## config.mk

```make
export PLATFORM = sky130hd
export DESIGN_NAME = imem_fetch_unit
export DESIGN_NICKNAME = d
export VERILOG_FILES = /design/src/rtl/fetch_pkg.sv /design/src/rtl/fetch_buf.sv /design/src/rtl/imem_fetch_unit.sv
export SDC_FILE = /design/constraint.sdc
export NUM_CORES = 1
export LEC_CHECK = 0
export CORE_MARGIN = 4
export CORE_UTILIZATION = 47
export CTS_CLUSTER_SIZE = 16
export DETAILED_ROUTE_END_ITERATION = 8
export GPL_TIMING_DRIVEN = 0
export PLACE_DENSITY = 0.85
export SYNTH_ARGS = -nofsm -noshare
export SYNTH_HDL_FRONTEND = slang
export SYNTH_SLANG_ARGS = --single-unit
export TNS_END_PERCENT = 20
```

## constraint.sdc

```tcl
create_clock -name clk -period 3 [get_ports clk]
set_input_delay 0.45 -clock clk [delete_from_list [all_inputs] [get_ports clk]]
set_output_delay 0.45 -clock clk [all_outputs]
set_load 0.03 [all_outputs]
```

## src/rtl/fetch_pkg.sv

```systemverilog
// Shared types and constants for the instruction-fetch sequencer.
// Optional statistics counters are enabled by defining FETCH_STATS_EN.
package fetch_pkg;

  localparam int FETCH_ADDR_W    = 12;
  localparam int FETCH_DATA_W    = 32;
  localparam int FETCH_BUF_DEPTH = 2;
  localparam int FETCH_STAT_W    = 16;

  typedef enum logic [1:0] {
    BOOT = 2'd0,
    RUN  = 2'd1,
    HALT = 2'd2
  } fetch_state_e;

  // Saturating increment used by the statistics counters.
  function automatic logic [FETCH_STAT_W-1:0] sat_add(
    input logic [FETCH_STAT_W-1:0] a,
    input logic [1:0]              b
  );
    logic [FETCH_STAT_W:0] s;
    s = {1'b0, a} + {{(FETCH_STAT_W-1){1'b0}}, b};
    return s[FETCH_STAT_W] ? {FETCH_STAT_W{1'b1}} : s[FETCH_STAT_W-1:0];
  endfunction

endpackage

```

## src/rtl/fetch_buf.sv

```systemverilog
// Two-entry {pc, insn} FIFO between the imem response and decode.
// Push and pop may coincide even when full; flush empties it in one cycle.
module fetch_buf
  import fetch_pkg::*;
#(
  parameter int AW = FETCH_ADDR_W,
  parameter int DW = FETCH_DATA_W
) (
  input  logic          clk,
  input  logic          clr_n,
  input  logic          i_push,
  input  logic [AW-1:0] i_push_pc,
  input  logic [DW-1:0] i_push_insn,
  input  logic          i_pop,
  input  logic          i_flush,
  output logic [1:0]    o_count,
  output logic [AW-1:0] o_head_pc,
  output logic [DW-1:0] o_head_insn
);

  logic [AW-1:0] r_pc   [FETCH_BUF_DEPTH];
  logic [DW-1:0] r_insn [FETCH_BUF_DEPTH];
  logic          r_head;
  logic [1:0]    r_count;
  logic          w_tail;

  // With two entries the tail is head+count mod 2; when full it aliases the
  // head, which is only written when that head is popped in the same cycle.
  assign w_tail = r_head ^ r_count[0];

  always_ff @(posedge clk or negedge clr_n) begin
    if (!clr_n) begin
      for (int i = 0; i < FETCH_BUF_DEPTH; i++) begin
        r_pc[i]   <= '0;
        r_insn[i] <= '0;
      end
    end else if (i_push && !i_flush) begin
      r_pc[w_tail]   <= i_push_pc;
      r_insn[w_tail] <= i_push_insn;
    end
  end

  always_ff @(posedge clk or negedge clr_n) begin
    if (!clr_n) begin
      r_head  <= 1'b0;
      r_count <= 2'd0;
    end else if (i_flush) begin
      r_count <= 2'd0;
    end else begin
      r_count <= r_count + {1'b0, i_push} - {1'b0, i_pop};
      if (i_pop) r_head <= ~r_head;
    end
  end

  assign o_count     = r_count;
  assign o_head_pc   = r_pc[r_head];
  assign o_head_insn = r_insn[r_head];

endmodule

```

## src/rtl/imem_fetch_unit.sv

```systemverilog
// Fetch sequencer: owns the fetch PC, issues imem reads and hands {pc, insn}
// to decode. Define FETCH_STATS_EN to add the fetched/squashed counters.
module imem_fetch_unit
  import fetch_pkg::*;
#(
  parameter int                ADDR_W   = FETCH_ADDR_W,
  parameter int                DATA_W   = FETCH_DATA_W,
  parameter logic [ADDR_W-1:0] RESET_PC = '0
) (
  input  logic              clk,
  input  logic              clr_n,
  output logic [ADDR_W-1:0] imem_addr,
  output logic              imem_ren,
  input  logic [DATA_W-1:0] imem_rdata,
  input  logic              redirect_valid,
  input  logic [ADDR_W-1:0] redirect_pc,
  input  logic              halt,
  output logic              out_valid,
  input  logic              out_ready,
  output logic [ADDR_W-1:0] out_pc,
  output logic [DATA_W-1:0] out_insn
`ifdef FETCH_STATS_EN
  ,
  output logic [FETCH_STAT_W-1:0] stat_fetched,
  output logic [FETCH_STAT_W-1:0] stat_squashed
`endif
);

  fetch_state_e      r_state;
  fetch_state_e      w_state_next;
  logic [ADDR_W-1:0] r_fetch_pc;
  logic [ADDR_W-1:0] r_infl_pc;
  logic              r_infl;
  logic [1:0]        w_count;
  logic [2:0]        w_occ;
  logic              w_pop;
  logic              w_push;
  logic              w_issue;

  // Occupancy after this cycle's pop: a new read may issue only if the
  // buffer is guaranteed a free slot when its data returns.
  assign w_occ   = {1'b0, w_count} + {2'b0, r_infl} - {2'b0, w_pop};
  assign w_issue = (r_state == RUN) && !halt && !redirect_valid && (w_occ < 3'd2);

  assign out_valid = (w_count != 2'd0) && !redirect_valid;
  assign w_pop     = out_valid && out_ready;
  assign w_push    = r_infl && !redirect_valid;
  assign imem_ren  = w_issue;
  assign imem_addr = r_fetch_pc;

  always_comb begin
    w_state_next = r_state;
    if (redirect_valid) begin
      w_state_next = RUN;
    end else begin
      case (r_state)
        BOOT:    w_state_next = RUN;
        RUN:     if (halt) w_state_next = HALT;
        HALT:    w_state_next = HALT;
        default: w_state_next = BOOT;
      endcase
    end
  end

  always_ff @(posedge clk or negedge clr_n) begin
    if (!clr_n) begin
      r_state    <= BOOT;
      r_fetch_pc <= RESET_PC;
      r_infl     <= 1'b0;
      r_infl_pc  <= RESET_PC;
    end else begin
      r_state <= w_state_next;
      r_infl  <= w_issue;
      if (redirect_valid) begin
        r_fetch_pc <= redirect_pc;
      end else if (w_issue) begin
        r_fetch_pc <= r_fetch_pc + 1'b1;
        r_infl_pc  <= r_fetch_pc;
      end
    end
  end

  fetch_buf #(
    .AW (ADDR_W),
    .DW (DATA_W)
  ) u_buf (
    .clk         (clk),
    .clr_n       (clr_n),
    .i_push      (w_push),
    .i_push_pc   (r_infl_pc),
    .i_push_insn (imem_rdata),
    .i_pop       (w_pop),
    .i_flush     (redirect_valid),
    .o_count     (w_count),
    .o_head_pc   (out_pc),
    .o_head_insn (out_insn)
  );

`ifdef FETCH_STATS_EN
  logic [FETCH_STAT_W-1:0] r_stat_fetched;
  logic [FETCH_STAT_W-1:0] r_stat_squashed;
  logic [1:0]              w_squash_n;

  // A redirect discards the buffered entries plus any response arriving now.
  assign w_squash_n = redirect_valid ? (w_count + {1'b0, r_infl}) : 2'd0;

  always_ff @(posedge clk or negedge clr_n) begin
    if (!clr_n) begin
      r_stat_fetched  <= '0;
      r_stat_squashed <= '0;
    end else begin
      r_stat_fetched  <= sat_add(r_stat_fetched, {1'b0, w_push});
      r_stat_squashed <= sat_add(r_stat_squashed, w_squash_n);
    end
  end

  assign stat_fetched  = r_stat_fetched;
  assign stat_squashed = r_stat_squashed;
`endif

endmodule

```

==> results of run 1 <==
-- per-stage QoR --
stage | util | TNS [ns] | power, mW | cell area (µm²) | setup WS, ns
after global placement | 0.605 | -335.19 | 6.16 | 6640 | -2.80
after CTS | 0.673 | -0.217 | 8.58 | 7390 | -0.217
after floorplan | - | -0.610 | 4.97 | 5420 | -0.0853
final | 0.674 | -0.211 | 8.49 | 7400 | -0.211
after global routing | 0.674 | -0.318 | 8.92 | 7400 | -0.293
after detailed placement | 0.607 | -5.86 | 6.31 | 6670 | -1.05
-- worst paths after layout --
kind / end / slack (ns) / cells after the start
setup / recovery: imem_ren / -0.21 / 10
hold / removal: r_state[0] / 0.08 / 1
setup reg to reg: r_infl_pc[10] / 0.06 / 12
hold reg to reg: u_buf.r_insn[62] / 0.50 / 1
max in group asynchronous: u_buf.r_insn[13] / 2.16 / 2
min in group clk: imem_addr[7] / 0.43 / 3
-- power breakdown --
group / leakage [nW] / internal [mW] / total (mW) / switching [mW]
logic: 1.43 / 1.87 / 3.63 / 1.76
registers: 1.46 / 2.29 / 2.68 / 0.397
clock network: 0.316 / 1.49 / 2.18 / 0.682
total: 3.21 / 5.65 / 8.49 / 2.84
-- layout make-up --
type / instances / share of cell area
clock buffer: 24 / 0.0678
clock inverter: 8 / 0.0193
timing repair buffer: 114 / 0.155
multi-input combinational: 233 / 0.318
tap: 140 / 0.0237
inverter: 4 / 0.00203
sequential: 118 / 0.400
buffer: 18 / 0.0151
-- layer usage --
metal  global-route usage  vias up
met5                    0        -
met4               0.0728        0
li1                     -     1606
met1                0.237     1740
met2                0.320      144
met3               0.0758       33
-- cell usage after synthesis (5+ instances only) --
cell type  instances
mux2i_1            5
o21ai_0            6
nor2b_1            7
mux2_4             9
ha_1               6
dfrtp_1          118
nor2_1             7
xnor2_1            6
mux2_2           135
buf_2              7
nand2_1           11
nor3_1             5
-- logic make-up after synthesis --
group | count (synthesis) | share of synthesized area
compound gates | 13 | 0.0170
fa+ha+maj | 7 | 0.0177
xor+xnor | 10 | 0.0177
mux | 149 | 0.318
flops | 118 | 0.551
simple gates | 54 | 0.0567
buf+inv | 23 | 0.0219
-- repair_timing --
item                                    CTS  global route
buffers inserted                          6             2
endpoints found under the setup margin   55             2
pin swaps                                 4             4
resized for setup                        18             2
-- layout by cell type (no fill, tap or decap), types with 6 or more instances in the layout --
cell type | netlist | final
clkbuf_16 | 0 | 17
dfrtp_1 | 118 | 116
clkdlybuf4s50_1 | 0 | 103
buf_4 | 4 | 12
o21ai_0 | 6 | 6
nor2b_1 | 7 | 7
xnor2_1 | 6 | 6
buf_2 | 7 | 10
mux2_2 | 135 | 135
nand2_1 | 11 | 11
mux2_4 | 9 | 9
-- registers in the layout, indices dropped and copies added, names as in the netlist --
register       cells
u_buf.r_insn      64
u_buf.r_pc        24
imem_addr         12
r_infl_pc         12
r_state            2
u_buf.o_count      2
r_infl             1
u_buf.r_head       1
==> impl_metrics.py, run 1 <==
metrics = {
    "logic_synthesis": {
        "synth.area.top_cells": "dfrtp_1 55%, mux2_2 28%, mux2_4 2.5%, ha_1 1.4%, xnor2_1 0.98%",
        "synthDistinctLibCells": 35,
        "synth.top_cell.area_share": 0.551,
        "ys.flop_type": "dfrtp_1",
        "syn_area_per_cell_um2": 14.3,
        "syn_nets": 430,
        "synth-edff-count": 0,
        "synth.largest_area_cell": "dfrtp_1",
        "ys_seq_elements": 118,
        "syn_area_um2": 5360,
        "synth_cells": 374,
        "async_flop_share": 1.00,
        "yosysSeqAreaShare": 0.551,
        "ys_warn_count": 0,
    },
    "global_routing": {
        "grt_max_degree": 67,
        "grt_pass1_wl_um": 19800,
        "overflow": 0,
        "grt_pass1_vias": 4000,
        "grt_usage": 0.196,
        "antenna_found_initial": 0,
    },
    "worst_setup_path": {
        "required_ns": 2.55,
        "worstPathCellList": "nor2_4 -> nor2_4 -> and2_4 -> ha_4 -> nand2b_4 -> fa_2 -> nand3b_1 -> or2_4 -> nor2_4 -> buf_8",
        "crit_path_end_kind": "primary output",
        "rr_startpoint": "u_buf.o_count[0]",
        "crit_path_max_incr_delay_ns": 0.53,
        "worstPathArrival_ns": 2.76,
        "critical_path_buf_inv_count": 1,
        "crit_path_max_fanout": 3,
        "slowest_stage": "fa_2",
        "start_kind": "register",
        "cpLargestDelayFamily": "simple AND/OR/NAND/NOR gates",
        "worst-setup-path-type": "reg2out",
        "startpoint": "u_buf.o_count[0]",
        "crit_top_cell": "nor2_4",
    },
    "timing": {
        "skew_ns": 0.00549,
        "final_max_slew_viol_count": 0,
        "period_minus_slack_ns": 3.21,
        "rsz0062_at_grt": "true",
        "finalSetupViolations": 1,
        "post-route-worst-setup-slack_ns": -0.211,
        "fmax_mhz": 311,
        "maxSlewHeadroom": 0.528,
        "period_share": 1.07,
        "worstMarginPinSlew_ns": 0.708,
        "whs_ns": 0.0828,
        "finalHoldViolations": 0,
    },
    "final_layout": {
        "multiInputGateArea_um2": 2350,
        "nFillCells": 777,
        "synthToLayoutAreaGrowth_pct": 38.0,
        "diodes": 0,
        "drive_gt1_frac": 0.410,
        "layout.area.seq_um2": 2960,
        "finalNetCount": 562,
        "stdcell_count": 659,
    },
    "floorplanning": {
        "fp.dieW_um": 115,
        "start_util": 0.488,
        "die_h_um": 115,
        "die-area_um2": 13200,
        "core_area_um2": 11000,
        "rows": 38,
        "io_pins": 107,
    },
    "detailed_routing": {
        "wl_per_cell_um": 18.1,
        "route.detailed.drc": 0,
        "drt-vias-per-instance": 5.35,
        "dr.pass1.iters": 5,
        "vias": 3523,
        "dr_wl_met3_um": 838,
        "ant_nets": 0,
        "wl_met1_um": 4990,
        "wirelength_um": 11900,
        "drt_iter0_drc": 192,
        "top_layer": "met4",
        "met2_length_um": 5830,
    },
    "cts": {
        "cts_tree": "built",
        "clock_sink_count": 118,
        "cts_root_buf": "clkbuf_16",
        "path_clk_slew_ns": 0.05,
        "clockBufferDepth": 2,
        "numCtsBuffers": 17,
        "htreeDepth": 4,
        "ctsHoldBuffers": 0,
        "clock_latency_ns": 0.42,
    },
    "run_status": {
        "violations": "negative setup slack",
        "outcome": "finished, violations left",
    },
    "place": {
        "gp_congestion": 0.857,
        "dp_hpwl_um": 8160,
        "dp_cells": 620,
        "portBuffers": 105,
    },
    "power": {
        "ir_drop_mv": 0.705,
        "p_leak_nw": 3.21,
        "powerDensity_nw_per_um2": 1150,
    },
    "worst_hold_path": {
        "hold_class": "in2async",
    },
    "flow_run": {
        "drv_cap": 0,
    },
}
No activity file was read; power rests on OpenSTA's default activity.
==> inputs of run 2 (changes only) <==
ABC_CLOCK_PERIOD_IN_PS = 3000   (was not set)
PLACE_DENSITY = 0.87   (was 0.85)
SKIP_CTS_REPAIR_TIMING = 1   (was not set)
==> run 2 against run 1 <==
The run still ends with negative setup slack left. Clock power is 18% lower. Critical path depth is 1 higher. Wire length is 1.3% lower. Via count hardly changed. Core utilization is 0.55 points lower. Count of clock-buffer cells in the layout is 7 lower. Maximum frequency is 2.7% lower. Clock skew is 0.00069 ns lower. Final cell count is 0.76% higher. Sequential cell count stayed put. Power is 4.3% lower. Critical path type unchanged. Critical endpoint unchanged. Highest routed layer unchanged.
==> impl_metrics.py, run 2 (synthesis gave the netlist of run 1 again) <==
metrics = {
    "global_routing": {
        "grt_use_met1": 0.229,
        "met3_usage": 0.0642,
        "grt_max_degree": 62,
        "met2_usage": 0.329,
        "overflow": 0,
        "grt_pass1_vias": 3926,
        "grt_pass1_wl_um": 19500,
        "grt.busiest_layer": "met2",
        "grt_usage": 0.191,
        "antenna_found_initial": 0,
    },
    "cts": {
        "clock_latency_ns": 0.41,
        "clockBufferDepth": 2,
        "path_clk_slew_ns": 0.05,
        "clock_sink_count": 118,
        "cts_tree": "built",
        "numCtsBuffers": 17,
        "htreeDepth": 4,
        "cts_root_buf": "clkbuf_16",
    },
    "power": {
        "power_frac_seq": 0.332,
        "powerDensity_nw_per_um2": 1110,
        "p_switching_mw": 2.90,
        "switching_share": 0.357,
        "power_frac_clock": 0.220,
        "combinationalPowerShare": 0.448,
        "ir_drop_mv": 0.632,
        "p_int_mw": 5.22,
        "p_leak_nw": 3.17,
    },
    "detailed_routing": {
        "vias": 3522,
        "dr.pass1.iters": 4,
        "wl_per_cell_um": 17.7,
        "drt_iter0_drc": 129,
        "wirelength_um": 11800,
        "ant_nets": 0,
        "drt-vias-per-instance": 5.30,
        "route.detailed.drc": 0,
    },
    "floorplanning": {
        "io_pins": 107,
        "start_util": 0.488,
        "fp.dieW_um": 115,
        "core_area_um2": 11000,
        "die_h_um": 115,
        "die-area_um2": 13200,
        "rows": 38,
    },
    "flow_run": {
        "drv_cap": 0,
    },
    "worst_hold_path": {
        "hold_class": "in2async",
    },
    "final_layout": {
        "largest_register_ffs": 64,
        "reg_top3": "u_buf.r_insn: 64 flops, u_buf.r_pc: 24 flops",
        "synthToLayoutAreaGrowth_pct": 36.8,
        "largest-register": "u_buf.r_insn",
        "stdcell_count": 664,
        "diodes": 0,
        "finalNetCount": 567,
        "drive_gt1_frac": 0.420,
        "mostFrequentLayoutCell": "mux2_2",
        "nFillCells": 807,
        "final_cell_mix": "135 x mux2_2, 116 x dfrtp_1, 103 x clkdlybuf4s50_1",
    },
    "timing": {
        "finalSetupViolations": 1,
        "period_minus_slack_ns": 3.30,
        "fmax_mhz": 303,
        "maxSlewHeadroom": 0.515,
        "post-route-worst-setup-slack_ns": -0.300,
        "rsz0062_at_grt": "true",
        "period_share": 1.10,
        "worstMarginPinSlew_ns": 0.728,
        "finalHoldViolations": 0,
        "skew_ns": 0.00480,
        "final_max_slew_viol_count": 0,
    },
    "worst_setup_path": {
        "crit_path_end_kind": "primary output",
        "worstPathArrival_ns": 2.85,
        "required_ns": 2.55,
        "start_kind": "register",
        "worst-setup-path-type": "reg2out",
        "crit_path_max_fanout": 4,
    },
    "run_status": {
        "outcome": "finished, violations left",
        "violations": "negative setup slack",
    },
    "place": {
        "portBuffers": 105,
        "dp_hpwl_um": 8100,
        "dp_cells": 620,
        "gp_congestion": 0.860,
        "place_ws_ns": -1.06,
    },
}
## run 2: changes by cell type in the layout (fill, tap and decap cells not counted), moves of 2 or more
cell / change
buf_2: -4
inv_6: +2
clkbuf_1: -2
buf_4: +4
clkinvlp_4: +5
bufinv_16: -4
clkinv_4: +3
clkbuf_2: +4
clkbuf_8: -5
buf_12: +2
## run 2: path summary, 6_finish.rpt
kind | to | slack, ns | cells past startpoint | startpoint
setup / recovery | imem_ren | -0.30 | 11 | u_buf.o_count[1]
hold / removal | r_state[1] | 0.09 | 1 | clr_n
setup reg to reg | r_infl_pc[9] | 0.01 | 13 | u_buf.o_count[1]
hold reg to reg | u_buf.r_insn[62] | 0.50 | 1 | u_buf.r_insn[62]
max in group asynchronous | u_buf.r_insn[38] | 2.16 | 2 | clr_n
min in group clk | r_infl | 0.38 | 3 | redirect_valid
## run 2: power by group through the flow
stage,clock network (mW),logic [mW],registers (mW)
final,1.79,3.64,2.70
after global routing,1.90,3.88,2.79
after CTS,1.83,3.63,2.70
after detailed placement,0,3.60,2.71
after global placement,0,3.53,2.63
after floorplan,0,2.37,2.60
## run 2: per-layer routing
metal / up-vias / wire [µm]
li1: 1614 / -
met1: 1777 / 4780
met2: 111 / 6090
met3: 20 / 693
met4: 0 / 204
met5: - / 0
## run 2: metrics by stage
stage	power (mW)	instance area, µm²	setup TNS [ns]	hold WS, ns	utilization
after global routing	8.56	7340	-1.07	0.143	0.668
after CTS	8.16	7200	-3.29	0.112	0.656
after detailed placement	6.31	6670	-5.90	0.490	0.607
final	8.12	7340	-0.300	0.0907	0.668
after global placement	6.16	6640	-325.77	0.483	0.605
after floorplan	4.97	5420	-0.610	0.154	-
## run 2: cell type report
type	count	area, µm²	share of cell area
Sequential cell	118	2960	0.403
Multi-Input combinational cell	233	2340	0.319
Timing Repair Buffer	118	1180	0.161
Clock buffer	17	425	0.0580
Tap cell	140	175	0.0239
Buffer	19	131	0.0179
Clock inverter	15	109	0.0148
Inverter	4	15.0	0.00205
## run 2: critical path, stage by stage (launching register included)
cell and delay [ns]:
dfrtp_2 0.44, nor2_4 0.14, nor2_4 0.05, and2_4 0.15
ha_4 0.20, nand2b_4 0.13, fa_2 0.52, nand3b_1 0.11
or2_4 0.26, nor2_4 0.18, buf_12 0.14, buf_8 0.11
==> inputs of run 3 (changes only) <==
ABC_AREA = 1   (was not set)
CTS_CLUSTER_SIZE = 20   (was 16)
==> run 3 against run 2 <==
The flow finishes with violations (negative hold slack, negative setup slack). Non-clock buffer count grew 16. Clock skew is 0.0019 ns higher. Wire length rose by 14%. Maximum frequency rose by 2.8%. Cell area increased by 1.7%. Die area is 1.2% higher. Via count is 39% higher. Count of clock-buffer cells in the layout up 3. Clock power is 20% higher. Largest cell class unchanged.
==> impl_metrics.py, run 3 <==
metrics = {
    "run_status": {
        "outcome": "finished, violations left",
        "violations": "negative hold slack, negative setup slack",
    },
    "global_routing": {
        "antenna_found_initial": 0,
        "grt_pass1_wl_um": 21900,
        "grt_max_degree": 68,
        "grt_pass1_vias": 4744,
        "grt_usage": 0.205,
        "overflow": 0,
    },
    "final_layout": {
        "drive_gt1_frac": 0.0936,
        "largest-register": "u_buf.r_insn",
        "postLayoutCoreUtil": 0.674,
        "nFillCells": 884,
        "final_cell_mix": "278 x nand2_1, 116 x dfrtp_1, 103 x clkdlybuf4s50_1",
        "largest_register_ffs": 64,
        "fin_area_um2": 7460,
        "mostFrequentLayoutCell": "nand2_1",
        "synthToLayoutAreaGrowth_pct": 37.4,
        "finalNetCount": 876,
        "reg_top3": "u_buf.r_insn: 64 flops, u_buf.r_pc: 24 flops",
        "diodes": 0,
    },
    "logic_synthesis": {
        "synth.top_cell.area_share": 0.544,
        "synthDistinctLibCells": 22,
        "synth.area.top_cells": "dfrtp_1 54%, nand2_1 19%, o21ai_0 7.8%, inv_1 5.0%, nand3_1 3.2%",
        "ys.flop_type": "dfrtp_1",
        "synth.mux.area_fraction": 0,
        "async_flop_share": 1.00,
        "synth_compound_area_frac": 0.101,
        "ys_top_cells_by_count": "280 x nand2_1, 118 x dfrtp_1, 85 x o21ai_0",
        "ys_seq_elements": 118,
        "synth_cells": 683,
        "yosysMostFrequentCell": "nand2_1",
        "yosysSeqAreaShare": 0.544,
        "syn_area_per_cell_um2": 7.95,
        "synth_top_family_by_area": "simple AND/OR/NAND/NOR gates",
        "syn_nets": 739,
        "synth-simple-area-share": 0.244,
        "syn_area_um2": 5430,
        "synth-xor-area-share": 0.00968,
        "synth.largest_area_cell": "dfrtp_1",
        "synth_fa_ha_area_frac": 0.0175,
        "synth-edff-count": 0,
        "ys_warn_count": 0,
    },
    "floorplanning": {
        "die-area_um2": 13300,
        "fp.dieW_um": 116,
        "rows": 38,
        "die_h_um": 116,
        "core_area_um2": 11100,
        "io_pins": 107,
        "start_util": 0.490,
    },
    "cts": {
        "cts_tree": "built",
        "numCtsBuffers": 17,
        "clockBufferDepth": 2,
        "clock_sink_count": 118,
        "cts_root_buf": "clkbuf_16",
        "clock_latency_ns": 0.40,
        "path_clk_slew_ns": 0.05,
        "htreeDepth": 4,
    },
    "timing": {
        "rsz0062_at_grt": "true",
        "period_share": 1.07,
        "skew_ns": 0.00668,
        "finalSetupViolations": 1,
        "worstMarginPinSlew_ns": 0.508,
        "whs_ns": -0.000909,
        "final_max_slew_viol_count": 0,
        "finalHoldViolations": 1,
        "period_minus_slack_ns": 3.21,
        "maxSlewHeadroom": 0.661,
        "fmax_mhz": 312,
        "post-route-worst-setup-slack_ns": -0.210,
    },
    "worst_setup_path": {
        "crit_path_max_incr_delay_ns": 0.55,
        "critical_path_depth": 12,
        "start_kind": "register",
        "slowest_stage": "fa_1",
        "worstRegToRegCells": 12,
        "crit_path_end_kind": "primary output",
        "worstPathCellList": "buf_4 -> buf_4 -> inv_2 -> ha_4 -> or2_4 -> fa_1 -> nand2_1 -> nor2_1 -> nand2_2 -> inv_2 -> buf_8 -> buf_6",
        "r2r-end": "r_infl_pc[2]",
        "rr_startpoint": "u_buf.o_count[0]",
        "r2r_slack_ns": 0.27,
        "required_ns": 2.55,
        "endpoint": "imem_ren",
        "cpLargestDelayFamily": "adder cells",
        "critical_path_buf_inv_count": 6,
        "worstPathArrival_ns": 2.76,
        "crit_path_max_fanout": 6,
        "worst-setup-path-type": "reg2out",
        "startpoint": "u_buf.o_count[0]",
    },
    "place": {
        "place_area_um2": 6700,
        "portBuffers": 105,
        "dp_hpwl_um": 9180,
        "gp_congestion": 0.830,
    },
    "detailed_routing": {
        "drt_iter0_drc": 393,
        "drt-vias-per-instance": 5.02,
        "ant_nets": 0,
        "vias": 4887,
        "route.detailed.drc": 0,
        "wirelength_um": 13400,
        "wl_per_cell_um": 13.8,
        "dr.pass1.iters": 6,
    },
    "flow_run": {
        "drv_cap": 0,
    },
    "power": {
        "ir_drop_mv": 0.670,
        "powerDensity_nw_per_um2": 1080,
        "p_leak_nw": 3.76,
    },
    "worst_hold_path": {
        "hold_class": "in2async",
    },
}
-- run 3: changes by cell type after synthesis, sizes merged, moves of 7 or more --
cell    delta
nor2b      -7
nand2    +269
nor2       +7
inv       +70
o21ai     +99
mux2     -144
nand3     +31
clkbuf    +17
-- run 3: through the flow --
step	std cells	total power [mW]	worst slack (ns)	setup TNS (ns)	hold WS [ns]
global route	973	8.60	-0.313	-0.313	0.0209
floorplan	683	4.60	0.0307	0	0.154
global placement	928	5.83	-2.91	-343.41	0.465
finish	973	8.10	-0.210	-0.210	-0.000909
CTS	961	8.11	-1.22	-1.22	0.00781
detailed placement	929	5.94	-0.939	-1.88	0.435
-- run 3: worst min-delay path by stage --
stage	depth (start not counted)	end	slack, ns
2_1_floorplan	0	imem_addr[0]	0.15
3_3_place_gp	2	u_buf.r_pc[17]	0.46
3_5_place_dp	1	r_state[0]	0.44
4_1_cts	1	r_state[0]	0.008
5_1_grt	1	r_state[0]	0.02
6_report	1	r_state[0]	-0.0009
-- run 3: kinds of logic after synthesis --
group           after synthesis
simple gates                336
flops                       118
buf+inv                     109
compound gates              107
fa+ha+maj                     7
xor+xnor                      6
-- run 3: area by class of cell --
type | instances | area, µm² | area share
inverters | 74 | 280 | 0.0375
well taps | 140 | 175 | 0.0235
clock inverters | 12 | 175 | 0.0235
repair buffers | 118 | 1170 | 0.157
clock buffers | 20 | 457 | 0.0612
plain buffers | 35 | 188 | 0.0251
flip-flops and latches | 118 | 2960 | 0.396
multi-input cells | 456 | 2060 | 0.276
-- run 3: metal layers --
| metal | up-vias | share of wire | GRT usage |
|---|---|---|---|
| li1 | 2408 | - | - |
| met1 | 2304 | 0.43 | 0.266 |
| met2 | 162 | 0.50 | 0.351 |
| met5 | - | 0 | 0 |
| met3 | 13 | 0.062 | 0.0486 |
| met4 | 0 | 0.0073 | 0.0446 |
-- run 3: report_power, final --
| part | leakage (nW) | total (mW) | internal, mW | switching (mW) |
|---|---|---|---|---|
| registers | 1.49 | 2.62 | 2.25 | 0.374 |
| logic | 1.96 | 3.34 | 1.32 | 2.02 |
| clock network | 0.302 | 2.14 | 1.43 | 0.705 |
